`src/rtl/rd_alu_issue.sv`:
```
// rtl/rd_alu_issue.sv - RV64I OP/OP-IMM issue stage: decode, drive ALU for one cycle, return registered result
module rd_alu_issue #(
  parameter int TAG_W   = 4,
  parameter int SHAMT_W = 6
) (
  input  logic             clk_in,
  input  logic             rst_in,
  input  logic             req_valid_in,
  output logic             req_ready_o,
  input  logic [31:0]      instr_in,
  input  logic [63:0]      rs1_in,
  input  logic [63:0]      rs2_in,
  input  logic [TAG_W-1:0] tag_in,
  output logic [63:0]      alu_a_o,
  output logic [63:0]      alu_b_o,
  output logic [3:0]       alu_op_o,
  input  logic [63:0]      alu_c_in,
  input  logic             alu_zero_in,
  input  logic             alu_carry_in,
  input  logic             alu_overflow_in,
  input  logic             alu_negative_in,
  output logic             rsp_valid_o,
  input  logic             rsp_ready_in,
  output logic [63:0]      rsp_result_o,
  output logic [3:0]       rsp_flags_o,
  output logic             rsp_illegal_o,
  output logic [TAG_W-1:0] rsp_tag_o
);

  localparam logic [3:0] OP_ADD = 4'd0;
  localparam logic [3:0] OP_SUB = 4'd1;
  localparam logic [3:0] OP_AND = 4'd2;
  localparam logic [3:0] OP_OR  = 4'd3;
  localparam logic [3:0] OP_XOR = 4'd4;
  localparam logic [3:0] OP_SLL = 4'd5;
  localparam logic [3:0] OP_SRL = 4'd6;
  localparam logic [3:0] OP_SRA = 4'd7;

  localparam logic [6:0] OPC_OP     = 7'b0110011;
  localparam logic [6:0] OPC_OP_IMM = 7'b0010011;
  localparam logic [6:0] F7_BASE    = 7'b0000000;
  localparam logic [6:0] F7_ALT     = 7'b0100000;

  typedef enum logic [1:0] {IDLE, EXEC, RESP} state_t;
  state_t state;

  logic [6:0]  opcode;
  logic [2:0]  funct3;
  logic [6:0]  funct7;
  logic [5:0]  funct6;
  logic [3:0]  dec_op;
  logic [63:0] dec_b_raw;
  logic [63:0] dec_b;
  logic        dec_illegal;
  logic        dec_shift;
  logic        op_arith;

  assign opcode = instr_in[6:0];
  assign funct3 = instr_in[14:12];
  assign funct7 = instr_in[31:25];
  assign funct6 = instr_in[31:26];

  always_comb begin
    dec_op      = OP_ADD;
    dec_b_raw   = rs2_in;
    dec_illegal = 1'b0;
    if (opcode == OPC_OP) begin
      dec_b_raw = rs2_in;
      case (funct3)
        3'b000: begin
          if (funct7 == F7_BASE)     dec_op = OP_ADD;
          else if (funct7 == F7_ALT) dec_op = OP_SUB;
          else                       dec_illegal = 1'b1;
        end
        3'b001: begin dec_op = OP_SLL; dec_illegal = (funct7 != F7_BASE); end
        3'b100: begin dec_op = OP_XOR; dec_illegal = (funct7 != F7_BASE); end
        3'b101: begin
          if (funct7 == F7_BASE)     dec_op = OP_SRL;
          else if (funct7 == F7_ALT) dec_op = OP_SRA;
          else                       dec_illegal = 1'b1;
        end
        3'b110: begin dec_op = OP_OR;  dec_illegal = (funct7 != F7_BASE); end
        3'b111: begin dec_op = OP_AND; dec_illegal = (funct7 != F7_BASE); end
        default: dec_illegal = 1'b1;
      endcase
    end else if (opcode == OPC_OP_IMM) begin
      // Low immediate bits double as the shamt field for the shift forms.
      dec_b_raw = {{52{instr_in[31]}}, instr_in[31:20]};
      case (funct3)
        3'b000: dec_op = OP_ADD;
        3'b100: dec_op = OP_XOR;
        3'b110: dec_op = OP_OR;
        3'b111: dec_op = OP_AND;
        3'b001: begin dec_op = OP_SLL; dec_illegal = (funct6 != 6'b000000); end
        3'b101: begin
          if (funct6 == 6'b000000)      dec_op = OP_SRL;
          else if (funct6 == 6'b010000) dec_op = OP_SRA;
          else                          dec_illegal = 1'b1;
        end
        default: dec_illegal = 1'b1;
      endcase
    end else begin
      dec_illegal = 1'b1;
    end
  end

  assign dec_shift = (dec_op == OP_SLL) || (dec_op == OP_SRL) || (dec_op == OP_SRA);
  assign dec_b     = dec_shift ? {{(64-SHAMT_W){1'b0}}, dec_b_raw[SHAMT_W-1:0]} : dec_b_raw;
  assign op_arith  = (alu_op_o == OP_ADD) || (alu_op_o == OP_SUB);

  always_ff @(posedge clk_in) begin
    if (rst_in) begin
      state         <= IDLE;
      req_ready_o   <= 1'b1;
      rsp_valid_o   <= 1'b0;
      rsp_result_o  <= '0;
      rsp_flags_o   <= '0;
      rsp_illegal_o <= 1'b0;
      rsp_tag_o     <= '0;
      alu_a_o       <= '0;
      alu_b_o       <= '0;
      alu_op_o      <= OP_ADD;
    end else begin
      case (state)
        IDLE: begin
          if (req_valid_in && req_ready_o) begin
            req_ready_o <= 1'b0;
            rsp_tag_o   <= tag_in;
            if (dec_illegal) begin
              rsp_result_o  <= '0;
              rsp_flags_o   <= '0;
              rsp_illegal_o <= 1'b1;
              rsp_valid_o   <= 1'b1;
              state         <= RESP;
            end else begin
              alu_a_o  <= rs1_in;
              alu_b_o  <= dec_b;
              alu_op_o <= dec_op;
              state    <= EXEC;
            end
          end
        end
        EXEC: begin
          // ALU carry/overflow are meaningless outside ADD/SUB.
          rsp_result_o  <= alu_c_in;
          rsp_flags_o   <= {alu_negative_in, alu_overflow_in & op_arith,
                            alu_carry_in & op_arith, alu_zero_in};
          rsp_illegal_o <= 1'b0;
          rsp_valid_o   <= 1'b1;
          state         <= RESP;
        end
        RESP: begin
          if (rsp_ready_in) begin
            rsp_valid_o <= 1'b0;
            req_ready_o <= 1'b1;
            state       <= IDLE;
          end
        end
        default: begin
          state       <= IDLE;
          req_ready_o <= 1'b1;
          rsp_valid_o <= 1'b0;
        end
      endcase
    end
  end

endmodule

```
`config.mk`:
```
export PLATFORM = sky130hd
export DESIGN_NAME = rd_alu_issue
export DESIGN_NICKNAME = d
export VERILOG_FILES = /design/src/rtl/rd_alu_issue.sv
export SDC_FILE = /design/constraint.sdc
export NUM_CORES = 1
export LEC_CHECK = 0
export BUFFER_PORTS_ARGS = -buffer_cell sky130_fd_sc_hd__buf_2
export CORE_AREA = 2 2 171 173
export DETAILED_ROUTE_END_ITERATION = 6
export DIE_AREA = 0 0 173 175
export PLACE_DENSITY = 0.64
export RECOVER_POWER = 100
export SYNTH_ARGS = -nofsm -noshare
export SYNTH_HDL_FRONTEND = slang
export SYNTH_SLANG_ARGS = --single-unit
```
`constraint.sdc`:
```
create_clock -name clk_in -period 5.4 [get_ports clk_in]
set_input_delay 1.08 -clock clk_in [delete_from_list [all_inputs] [get_ports clk_in]]
set_output_delay 1.08 -clock clk_in [all_outputs]
set_load 0.03 [all_outputs]
```
==> results of run 1 <==
-- through the flow --
stage                      util  setup slack [ns]  area (um2)  total power, mW  hold WS (ns)
after floorplan               -              2.42        7760             1.67         0.580
after global placement    0.359              1.44       10200             1.78         0.439
after detailed placement  0.359              1.34       10200             1.78         0.443
after CTS                 0.390              1.90       11100             3.59         0.451
after global routing      0.381             0.832       10800             3.67         0.472
final                     0.381              1.22       10800             3.54         0.451
-- sequential cells by signal, summed over array words and instances (netlist names) --
register,cells
rsp_result_o,64
req_ready_o,1
alu_op_o,3
rsp_tag_o,4
alu_a_o,64
alu_b_o,64
rsp_valid_o,1
state,2
rsp_flags_o,4
rsp_illegal_o,1
-- layout make-up --
type / instances / area, um2
Timing Repair Buffer: 446 / 2010
Antenna cell: 1 / 2.50
Fill cell: 2991 / 17600
Tap cell: 384 / 480
Clock buffer: 35 / 743
Sequential cell: 208 / 4160
Inverter: 4 / 15.0
Multi-Input combinational cell: 536 / 3240
Clock inverter: 9 / 153
-- Yosys cell counts, drive strengths merged --
library cell | n | area (um2)
dfxtp | 208 | 4160
nand2 | 145 | 544
a21oi | 128 | 641
a22o | 68 | 596
nor3 | 65 | 335
clkbuf | 63 | 236
a32o | 53 | 531
buf | 24 | 134
nor2 | 18 | 67.6
mux2i | 9 | 90.1
a211oi | 7 | 52.6
nand3 | 6 | 30.0
mux2 | 5 | 56.3
inv | 4 | 15.0
o21ai | 4 | 23.8
nand4 | 3 | 18.8
nor2b | 3 | 21.3
a31oi | 2 | 12.5
nor4 | 2 | 12.5
o31ai | 2 | 28.8
a2111oi | 1 | 27.5
a22oi | 1 | 7.51
a311oi | 1 | 8.76
a41oi | 1 | 8.76
and3 | 1 | 6.26
and4b | 1 | 10.0
conb | 1 | 3.75
nand2b | 1 | 6.26
nand4b | 1 | 8.76
nor3b | 1 | 7.51
nor4b | 1 | 8.76
o21a | 1 | 7.51
o21bai | 1 | 7.51
o221a | 1 | 11.3
o311a | 1 | 10.0
xnor2 | 1 | 8.76
-- logic make-up after synthesis --
| group | Yosys count | synth area share |
|---|---|---|
| compound gates | 272 | 0.254 |
| simple gates | 248 | 0.139 |
| flops | 208 | 0.537 |
| buf+inv | 91 | 0.0497 |
| mux | 14 | 0.0189 |
| xor+xnor | 1 | 0.00113 |
| other cells | 1 | 0.000483 |
-- power by group through the flow --
stage / registers [mW] / logic, mW / clock network [mW]
2_1_floorplan: 1.59 / 0.0834 / 0
3_3_place_gp: 1.58 / 0.200 / 0
3_5_place_dp: 1.58 / 0.202 / 0
4_1_cts: 1.55 / 0.203 / 1.85
5_1_grt: 1.55 / 0.219 / 1.90
6_report: 1.55 / 0.199 / 1.79
-- worst max path at each step --
stage	slack (ns)	depth (start not counted)	to
after CTS	1.90	8	alu_b_o[39]$_SDFFE_PP0P_
after global routing	0.83	8	alu_a_o[28]$_SDFFE_PP0P_
after floorplan	2.42	8	alu_b_o[45]$_SDFFE_PP0P_
final	1.22	7	rsp_result_o[36]$_SDFFE_PP0P_
after global placement	1.44	7	alu_b_o[52]$_SDFFE_PP0P_
after detailed placement	1.34	8	alu_b_o[42]$_SDFFE_PP0P_
-- metal layers --
layer | global-route usage | part of all wire | vias up
met5 | 0 | 0 | -
met2 | 0.282 | 0.48 | 316
met4 | 0.0537 | 0.028 | 0
li1 | - | - | 3807
met1 | 0.203 | 0.42 | 3588
met3 | 0.0409 | 0.075 | 47
-- worst max-delay path, cell delays in order --
cell and delay (ns):
buf_4 0.26, clkinv_1 0.08, clkbuf_1 1.87, nand2_1 0.32, o31ai_4 0.13, buf_4 0.58
a22o_1 0.24
==> results.json, run 1 <==
{
  "status": "complete, but fails checks",
  "violations": "capacitance limit, slew limit",
  "htree_num_levels": 1,
  "drt_iter0_drc": 451,
  "grt_pass1_vias": 7338,
  "die_w_um": 173,
  "hold_violations": 0,
  "timing.rr.start": "state[1]$_SDFFE_PP0P_",
  "instances_no_fill": 1623,
  "dp.cells": 1578,
  "final_cell_mix": "buf_2 (223), clkbuf_1 (211), dfxtp_1 (208), nand2_1 (144), a21oi_1 (128)",
  "rrSetupSlack_ns": 2.89,
  "required_ns": 5.84,
  "grt_max_degree": 100,
  "via_per_inst": 4.78,
  "clock-sinks": 208,
  "gp_congestion": 0.778,
  "cp-startpoint": "rst_in",
  "hold_buffers": 0,
  "drtPass1Iterations": 5,
  "cts_resized": 0,
  "cts_buffers": 24,
  "maxCapViolations": 2,
  "detail-route-antenna-nets": 0,
  "power_frac_seq": 0.437,
  "syn_nets": 1071,
  "num_vias": 7758,
  "pwr-share-comb": 0.056,
  "post-route-period-util": 0.774,
  "min_from": "alu_b_o[7]$_SDFFE_PP0P_",
  "pin_count": 443,
  "io_buffers": 431,
  "drc": 0,
  "synth_cells": 835,
  "ctsLongestPathBuffers": 3,
  "whs_endpoint": "alu_b_o[7]$_SDFFE_PP0P_",
  "synth_seq_area_share": 0.537,
  "ys_ff_latch": 208,
  "cp_max_fo": 68,
  "reg2reg_depth": 6,
  "root_buffer": "clkbuf_16",
  "grt_usage": 0.165,
  "arrival_ns": 4.62,
  "ys_types": 43,
  "fin_crit_ns": 4.18,
  "start_util": 0.273,
  "grt_antenna_before_repair": 1,
  "pwr-share-clk": 0.507,
  "clk_latency_ns": 0.51,
  "hpwl_um": 18600,
  "grt_setup_unrepaired": "false",
  "grt_overflow_total": 0,
  "finalSetupViolCount": 0,
  "area_growth_pct": 39.3,
  "die-area_um2": 30300,
  "fin_skew_ns": 0.00865,
  "hp-class": "reg2reg",
  "p_leak_nw": 4.11,
  "post-cts-setup-buffer-count": 0,
  "cts_tree": "done",
  "power.switching_mw": 0.766,
  "avgRoutedWirePerCell_um": 16.3,
  "irDropWorstVdd_mv": 0.181,
  "core_um2": 28400,
  "p_per_area_nw_per_um2": 327,
  "tns_ns": 0,
  "nets": 1456,
  "holdPathStages": 2,
  "synthesis.area_um2": 7760,
  "finalMaxSlewViolations": 158,
  "grt_pass1_wl_um": 40600,
  "drt_wl_total_um": 26500,
  "drive_gt1_frac": 0.238,
  "crit_path_end_kind": "flop",
  "clock.fmax_mhz": 239,
  "r2r-end": "alu_b_o[30]$_SDFFE_PP0P_",
  "clk_pin_slew_ns": 0.06,
  "cp-start-kind": "input pin",
  "worst_slew_pin_slew_ns": 2.66,
  "relSlewSlack": -0.771,
  "rows": 62,
  "ys_warn_count": 0,
  "dieHeight_um": 175,
  "path_class": "in2reg",
  "synth_area_per_cell_um2": 9.29,
  "final_common_cell": "buf_2",
  "swShare": 0.217,
  "internal-power_mw": 2.77
}
Note: power is estimated with default switching activity, not from simulation.
==> run 2, diff against run 1 <==
--- a/config.mk
+++ b/config.mk
@@ -6,9 +6,9 @@
 export NUM_CORES = 1
 export LEC_CHECK = 0
 export BUFFER_PORTS_ARGS = -buffer_cell sky130_fd_sc_hd__buf_2
-export CORE_AREA = 2 2 171 173
+export CORE_AREA = 2 2 172 174
 export DETAILED_ROUTE_END_ITERATION = 6
-export DIE_AREA = 0 0 173 175
+export DIE_AREA = 0 0 174 176
 export PLACE_DENSITY = 0.64
 export RECOVER_POWER = 100
 export SYNTH_ARGS = -nofsm -noshare
==> constraint.sdc (replaced) <==
create_clock -name clk_in -period 4.15 [get_ports clk_in]
set_input_delay 0.83 -clock clk_in [delete_from_list [all_inputs] [get_ports clk_in]]
set_output_delay 0.83 -clock clk_in [all_outputs]
set_load 0.03 [all_outputs]
==> run 2 against run 1 <==
Net effect: the flow still finishes with violations (capacitance limit, slew limit); core utilization decreased by 0.36 points; non-clock buffer count fell by 2; clock-buffer cell count is 2 higher; global-route usage rose by 0.092 points; sequential cell count unchanged; critical path depth up 1; worst setup slack worse by 0.43 ns; largest power group unchanged.
==> results.json, run 2 (same netlist as run 1, synthesis figures left out) <==
{
  "tns_ns": 0,
  "postLayoutCoreUtil": 0.377,
  "hp-class": "reg2reg",
  "maxCapViolations": 1,
  "grt_pass1_wl_um": 40900,
  "critPathSlowestCell": "nor3_1",
  "required_ns": 4.62,
  "clk_pin_slew_ns": 0.06,
  "reg_top3": "alu_a_o (64), alu_b_o (64), rsp_result_o (64)",
  "violations": "capacitance limit, slew limit",
  "crit_top_cell": "nor3_1",
  "clock.fmax_mhz": 298,
  "worst_slew_pin_slew_ns": 1.82,
  "status": "complete, but fails checks",
  "fin_crit_ns": 3.36,
  "clock-sinks": 208,
  "cts_tree": "done",
  "grt_usage": 0.166,
  "final_area_um2": 10800,
  "final_common_cell": "buf_2",
  "fill_cells": 3032,
  "dieHeight_um": 176,
  "cts_buffers": 24,
  "via_per_inst": 4.79,
  "arrival_ns": 3.82,
  "cp_max_fo": 68,
  "crit_path_end_kind": "flop",
  "finalSetupViolCount": 0,
  "root_buffer": "clkbuf_16",
  "htree_num_levels": 1,
  "grt_pass1_vias": 7370,
  "drtPass1Iterations": 5,
  "dpl_cell_area_um2": 10200,
  "detail-route-antenna-nets": 0,
  "grt_setup_unrepaired": "false",
  "grt_overflow_total": 0,
  "avgRoutedWirePerCell_um": 16.8,
  "cp-start-kind": "input pin",
  "nets": 1454,
  "drt_wl_total_um": 27300,
  "p_leak_nw": 4.09,
  "core_um2": 28500,
  "rrSetupSlack_ns": 1.79,
  "path_class": "in2reg",
  "drc": 0,
  "grt_max_degree": 77,
  "drt_iter0_drc": 443,
  "dp.cells": 1576,
  "ctsLongestPathBuffers": 3,
  "crit_chain": "clkbuf_1, nor3_1, nand2_1, a2111oi_4, nor3_1, o31ai_4, buf_4, a22o_1",
  "hold_violations": 0,
  "instances_no_fill": 1623,
  "io_buffers": 431,
  "grt_antenna_before_repair": 6,
  "rows": 62,
  "drive_gt1_frac": 0.234,
  "post-cts-setup-buffer-count": 0,
  "clk_latency_ns": 0.52,
  "die-area_um2": 30600,
  "cp_num_buf_inv": 2,
  "area_growth_pct": 38.7,
  "hold_buffers": 0,
  "finalMaxSlewViolations": 23,
  "hpwl_um": 18800,
  "pin_count": 443,
  "gp_congestion": 0.771,
  "die_w_um": 174,
  "relSlewSlack": -0.219,
  "p_per_area_nw_per_um2": 414,
  "num_vias": 7778,
  "start_util": 0.272,
  "fin_skew_ns": 0.0144,
  "final_cell_mix": "buf_2 (223), clkbuf_1 (212), dfxtp_1 (208), nand2_1 (144), a21oi_1 (128)",
  "critPathTopFamily": "simple AND/OR/NAND/NOR gates",
  "post-route-period-util": 0.809,
  "cts_resized": 0,
  "slowest_delay_ns": 0.75,
  "power_mw": 4.46,
  "irDropWorstVdd_mv": 0.379
}
## run 2: cell types whose count changed in the layout (fill, tap and decap cells not counted), moves of 2 or more
cell	change
bufinv_16	-2
buf_12	+2
buf_4	-2
diode_2	+3
clkinv_2	-2
## run 2: area by class of cell
cell class / count / area [um2] / area share
diodes: 4 / 10.0 / 0.000930
flip-flops and latches: 208 / 4160 / 0.387
well taps: 384 / 480 / 0.0446
clock inverters: 6 / 97.6 / 0.00907
repair buffers: 444 / 2030 / 0.189
multi-input cells: 536 / 3230 / 0.300
inverters: 4 / 15.0 / 0.00140
clock buffers: 37 / 739 / 0.0687
## run 2: metal layers
layer  share of wire  vias up  global-route usage
met4           0.036        4              0.0630
li1                -     3800                   -
met2            0.48      327               0.278
met1            0.41     3589               0.200
met3           0.078       58              0.0497
met5         0.00084        -                   0
## run 2: tightest hold or removal path, delay by kind of cell, from the launching register on
kind	cells	cell delay (ns)
flops	1	0.30
simple gates	1	0.05
compound gates	1	0.05
## run 2: final timing paths
path	startpoint	end	depth (start not counted)
min	alu_a_o[22]$_SDFFE_PP0P_	alu_a_o[22]$_SDFFE_PP0P_	2
min reg2reg	alu_a_o[22]$_SDFFE_PP0P_	alu_a_o[22]$_SDFFE_PP0P_	2
max	instr_in[27]	rsp_flags_o[2]$_SDFFE_PP0P_	8
max reg2reg	req_ready_o$_SDFFE_PP1P_	alu_b_o[45]$_SDFFE_PP0P_	7
## run 2: per-stage QoR
step / hold WS [ns] / worst slack, ns
detailed placement: 0.444 / 0.689
global route: 0.469 / 0.566
finish: 0.452 / 0.792
CTS: 0.452 / 1.24
global placement: 0.439 / 0.734
floorplan: 0.580 / 1.42
## run 2: power breakdown
part	internal, mW	leakage, nW	switching, mW
combinational	0.111	2.00	0.146
clock	1.35	0.409	0.844
sequential	2.00	1.68	0.00598
total	3.46	4.09	0.996
==> run 3, diff against run 2 <==
--- a/config.mk
+++ b/config.mk
@@ -5,11 +5,12 @@
 export SDC_FILE = /design/constraint.sdc
 export NUM_CORES = 1
 export LEC_CHECK = 0
+export ABC_AREA = 1
 export BUFFER_PORTS_ARGS = -buffer_cell sky130_fd_sc_hd__buf_2
-export CORE_AREA = 2 2 172 174
+export CORE_AREA = 2 2 174 176
 export DETAILED_ROUTE_END_ITERATION = 6
-export DIE_AREA = 0 0 174 176
-export PLACE_DENSITY = 0.64
+export DIE_AREA = 0 0 176 178
+export PLACE_DENSITY = 0.67
 export RECOVER_POWER = 100
 export SYNTH_ARGS = -nofsm -noshare
 export SYNTH_HDL_FRONTEND = slang
==> constraint.sdc (replaced) <==
create_clock -name clk_in -period 3 [get_ports clk_in]
set_input_delay 0.6 -clock clk_in [delete_from_list [all_inputs] [get_ports clk_in]]
set_output_delay 0.6 -clock clk_in [all_outputs]
set_load 0.03 [all_outputs]
==> run 3 against run 2 <==
Net effect: the flow now finishes without violations; sequential cell count unchanged; worst setup slack got worse by 0.21 ns; area after synthesis increased by 7.6%; critical path depth increased by 1; core utilization increased by 1.2 points; synthesized cell count increased by 39%; wire length increased by 5.9%; critical path type is now reg2reg; largest power group unchanged.
==> results.json, run 3 <==
{
  "fill_cells": 3231,
  "regArea_um2": 4160,
  "setup_slack_ns": 0.579,
  "relSlewSlack": 0.440,
  "fin_skew_ns": 0.00699,
  "root_buffer": "clkbuf_16",
  "grt_pass1_wl_um": 43300,
  "final_common_cell": "nand2_1",
  "hold_buffers": 0,
  "dieHeight_um": 178,
  "worst_slew_pin_slew_ns": 0.838,
  "muxShareOfSynthArea": 0,
  "ys_warn_count": 0,
  "cts_buffers": 24,
  "pre_cts_ws_ns": 0.336,
  "synthTopCellsByCount": "nand2_1 (299), dfxtp_1 (208), nor2_1 (172)",
  "gp_congestion": 0.857,
  "fin_crit_ns": 2.42,
  "critPathSlowestCell": "clkbuf_4",
  "synth_seq_area_share": 0.499,
  "num_vias": 9072,
  "post-route-period-util": 0.807,
  "grt_antenna_before_repair": 0,
  "io_buffers": 431,
  "drtPass1Iterations": 6,
  "area_growth_pct": 36.8,
  "drive_gt1_frac": 0.188,
  "synthAdderAreaFrac": 0,
  "ctsLongestPathBuffers": 3,
  "nets": 1779,
  "synth_top_family_by_area": "simple AND/OR/NAND/NOR gates",
  "crit_path_end_kind": "flop",
  "drt_iter0_drc": 500,
  "syn_nets": 1394,
  "synth_edf_count": 0,
  "hold_ws_ns": 0.307,
  "htree_num_levels": 1,
  "synthesis.area_um2": 8350,
  "netlist_top_cells_area": "dfxtp_1 (50%), nand2_1 (13%), nand3_1 (8.5%), nor2_1 (7.7%), a21oi_1 (7.6%)",
  "grt_max_degree": 128,
  "finalMaxSlewViolations": 0,
  "multi_input_area_um2": 3630,
  "synth-simple-area-share": 0.307,
  "synth_compound_area_frac": 0.126,
  "drc": 0,
  "core_um2": 29400,
  "postLayoutCoreUtil": 0.389,
  "critPathTopFamily": "buffers and inverters",
  "slowest_delay_ns": 0.67,
  "arrival_ns": 2.82,
  "drt_wl_total_um": 28900,
  "tns_ns": 0,
  "die-area_um2": 31300,
  "synth_cells": 1158,
  "path_class": "reg2reg",
  "cp_max_fo": 78,
  "grt_usage": 0.168,
  "synth_top_area_share": 0.499,
  "pin_count": 443,
  "synth.largest_area_cell": "dfxtp_1",
  "hold_violations": 0,
  "hpwl_um": 20100,
  "synthXorXnorAreaFrac": 0,
  "diodes": 0,
  "clock.fmax_mhz": 413,
  "grt_overflow_total": 0,
  "synth_ff_type": "dfxtp_1",
  "via_per_inst": 4.65,
  "rows": 63,
  "crit_chain": "nor2_1, inv_1, nor2_1, inv_1, nor2_8, clkbuf_4, nand3_1, nand2_1, nor2_1",
  "detail-route-antenna-nets": 0,
  "ys_ff_latch": 208,
  "post-cts-setup-buffer-count": 0,
  "synth_most_common_cell": "nand2_1",
  "avgRoutedWirePerCell_um": 14.8,
  "start_util": 0.284,
  "reg_top3": "alu_a_o (64), alu_b_o (64), rsp_result_o (64)",
  "cp_num_buf_inv": 3,
  "hp-class": "in2reg",
  "async_flop_share": 0,
  "crit_top_cell": "nor2_1",
  "cts_resized": 0,
  "cp-start-kind": "flop",
  "irDropWorstVdd_mv": 0.359,
  "synth_area_per_cell_um2": 7.21,
  "cts_tree": "done",
  "required_ns": 3.40,
  "p_leak_nw": 4.95,
  "die_w_um": 176,
  "p_per_area_nw_per_um2": 565,
  "finalSetupViolCount": 0,
  "status": "finished clean",
  "clock-sinks": 208,
  "clk_pin_slew_ns": 0.06,
  "grt_setup_unrepaired": "false",
  "maxCapViolations": 0,
  "clk_latency_ns": 0.52,
  "ys_types": 23,
  "grt_pass1_vias": 8216,
  "final_cell_mix": "nand2_1 (298), buf_2 (223), clkbuf_1 (210), dfxtp_1 (208), nor2_1 (172)"
}
## run 3: cell types whose count changed after synthesis, moves of 7 or more
| cell | before | now |
|---|---|---|
| a211oi_1 | 7 | 0 |
| a22o_1 | 68 | 0 |
| a32o_1 | 53 | 0 |
| buf_2 | 17 | 26 |
| buf_6 | 2 | 9 |
| clkbuf_1 | 63 | 42 |
| inv_1 | 4 | 20 |
| inv_2 | 0 | 7 |
| mux2i_1 | 9 | 0 |
| nand2_1 | 145 | 299 |
| nand3_1 | 6 | 141 |
| nor2_1 | 18 | 172 |
| nor3_1 | 63 | 2 |
| o21ai_0 | 3 | 80 |
## run 3: kinds of logic (layout without fill, tap and decap cells)
group / count (synthesis) / after routing
AO/OA/AOI/OAI: 210 / 210
flip-flops: 208 / 208
buffers and inverters: 117 / 520
other: 1 / 1
AND/OR/NAND/NOR: 622 / 622
## run 3: path summary, 6_finish.rpt
path,startpoint,end,slack [ns],depth (start not counted)
max,state[1]$_SDFFE_PP0P_,alu_b_o[1]$_SDFFE_PP0P_,0.58,9
min,rs1_in[52],alu_a_o[52]$_SDFFE_PP0P_,0.31,3
max reg2reg,state[1]$_SDFFE_PP0P_,alu_b_o[1]$_SDFFE_PP0P_,0.58,9
min reg2reg,rsp_illegal_o$_SDFFE_PP0P_,rsp_illegal_o$_SDFFE_PP0P_,0.45,2
## run 3: metrics by stage
| step | power, mW | instance area (um2) | cells |
|---|---|---|---|
| floorplan | 3.04 | 8350 | 1158 |
| global placement | 3.27 | 10800 | 1907 |
| detailed placement | 3.27 | 10800 | 1907 |
| CTS | 6.55 | 11700 | 1951 |
| global route | 6.68 | 11400 | 1951 |
| finish | 6.45 | 11400 | 1951 |
## run 3: worst register-to-register path, delay by kind of cell, from the launching register on
| family | cells | cell delay (ns) |
|---|---|---|
| buf+inv | 3 | 1.03 |
| flops | 1 | 0.35 |
| simple gates | 6 | 0.95 |
## run 3: report_power, final
group | switching [mW] | internal, mW | total (mW)
logic | 0.246 | 0.172 | 0.418
clock network | 1.19 | 2.06 | 3.25
registers | 0.00885 | 2.78 | 2.79
total | 1.45 | 5.01 | 6.45
## run 3: cell type report
cell class | count | share of cell area
clock buffer | 32 | 0.0606
clock inverter | 12 | 0.0174
inverter | 27 | 0.00909
multi-input combinational | 833 | 0.318
sequential | 208 | 0.364
tap | 390 | 0.0427
timing repair buffer | 449 | 0.188
## run 3: layer usage
metal,part of all wire,vias to the layer above,GRT usage
met2,0.47,361,0.287
met1,0.42,4133,0.208
met3,0.077,56,0.0382
met5,0,-,0
li1,-,4522,-
met4,0.031,0,0.0630
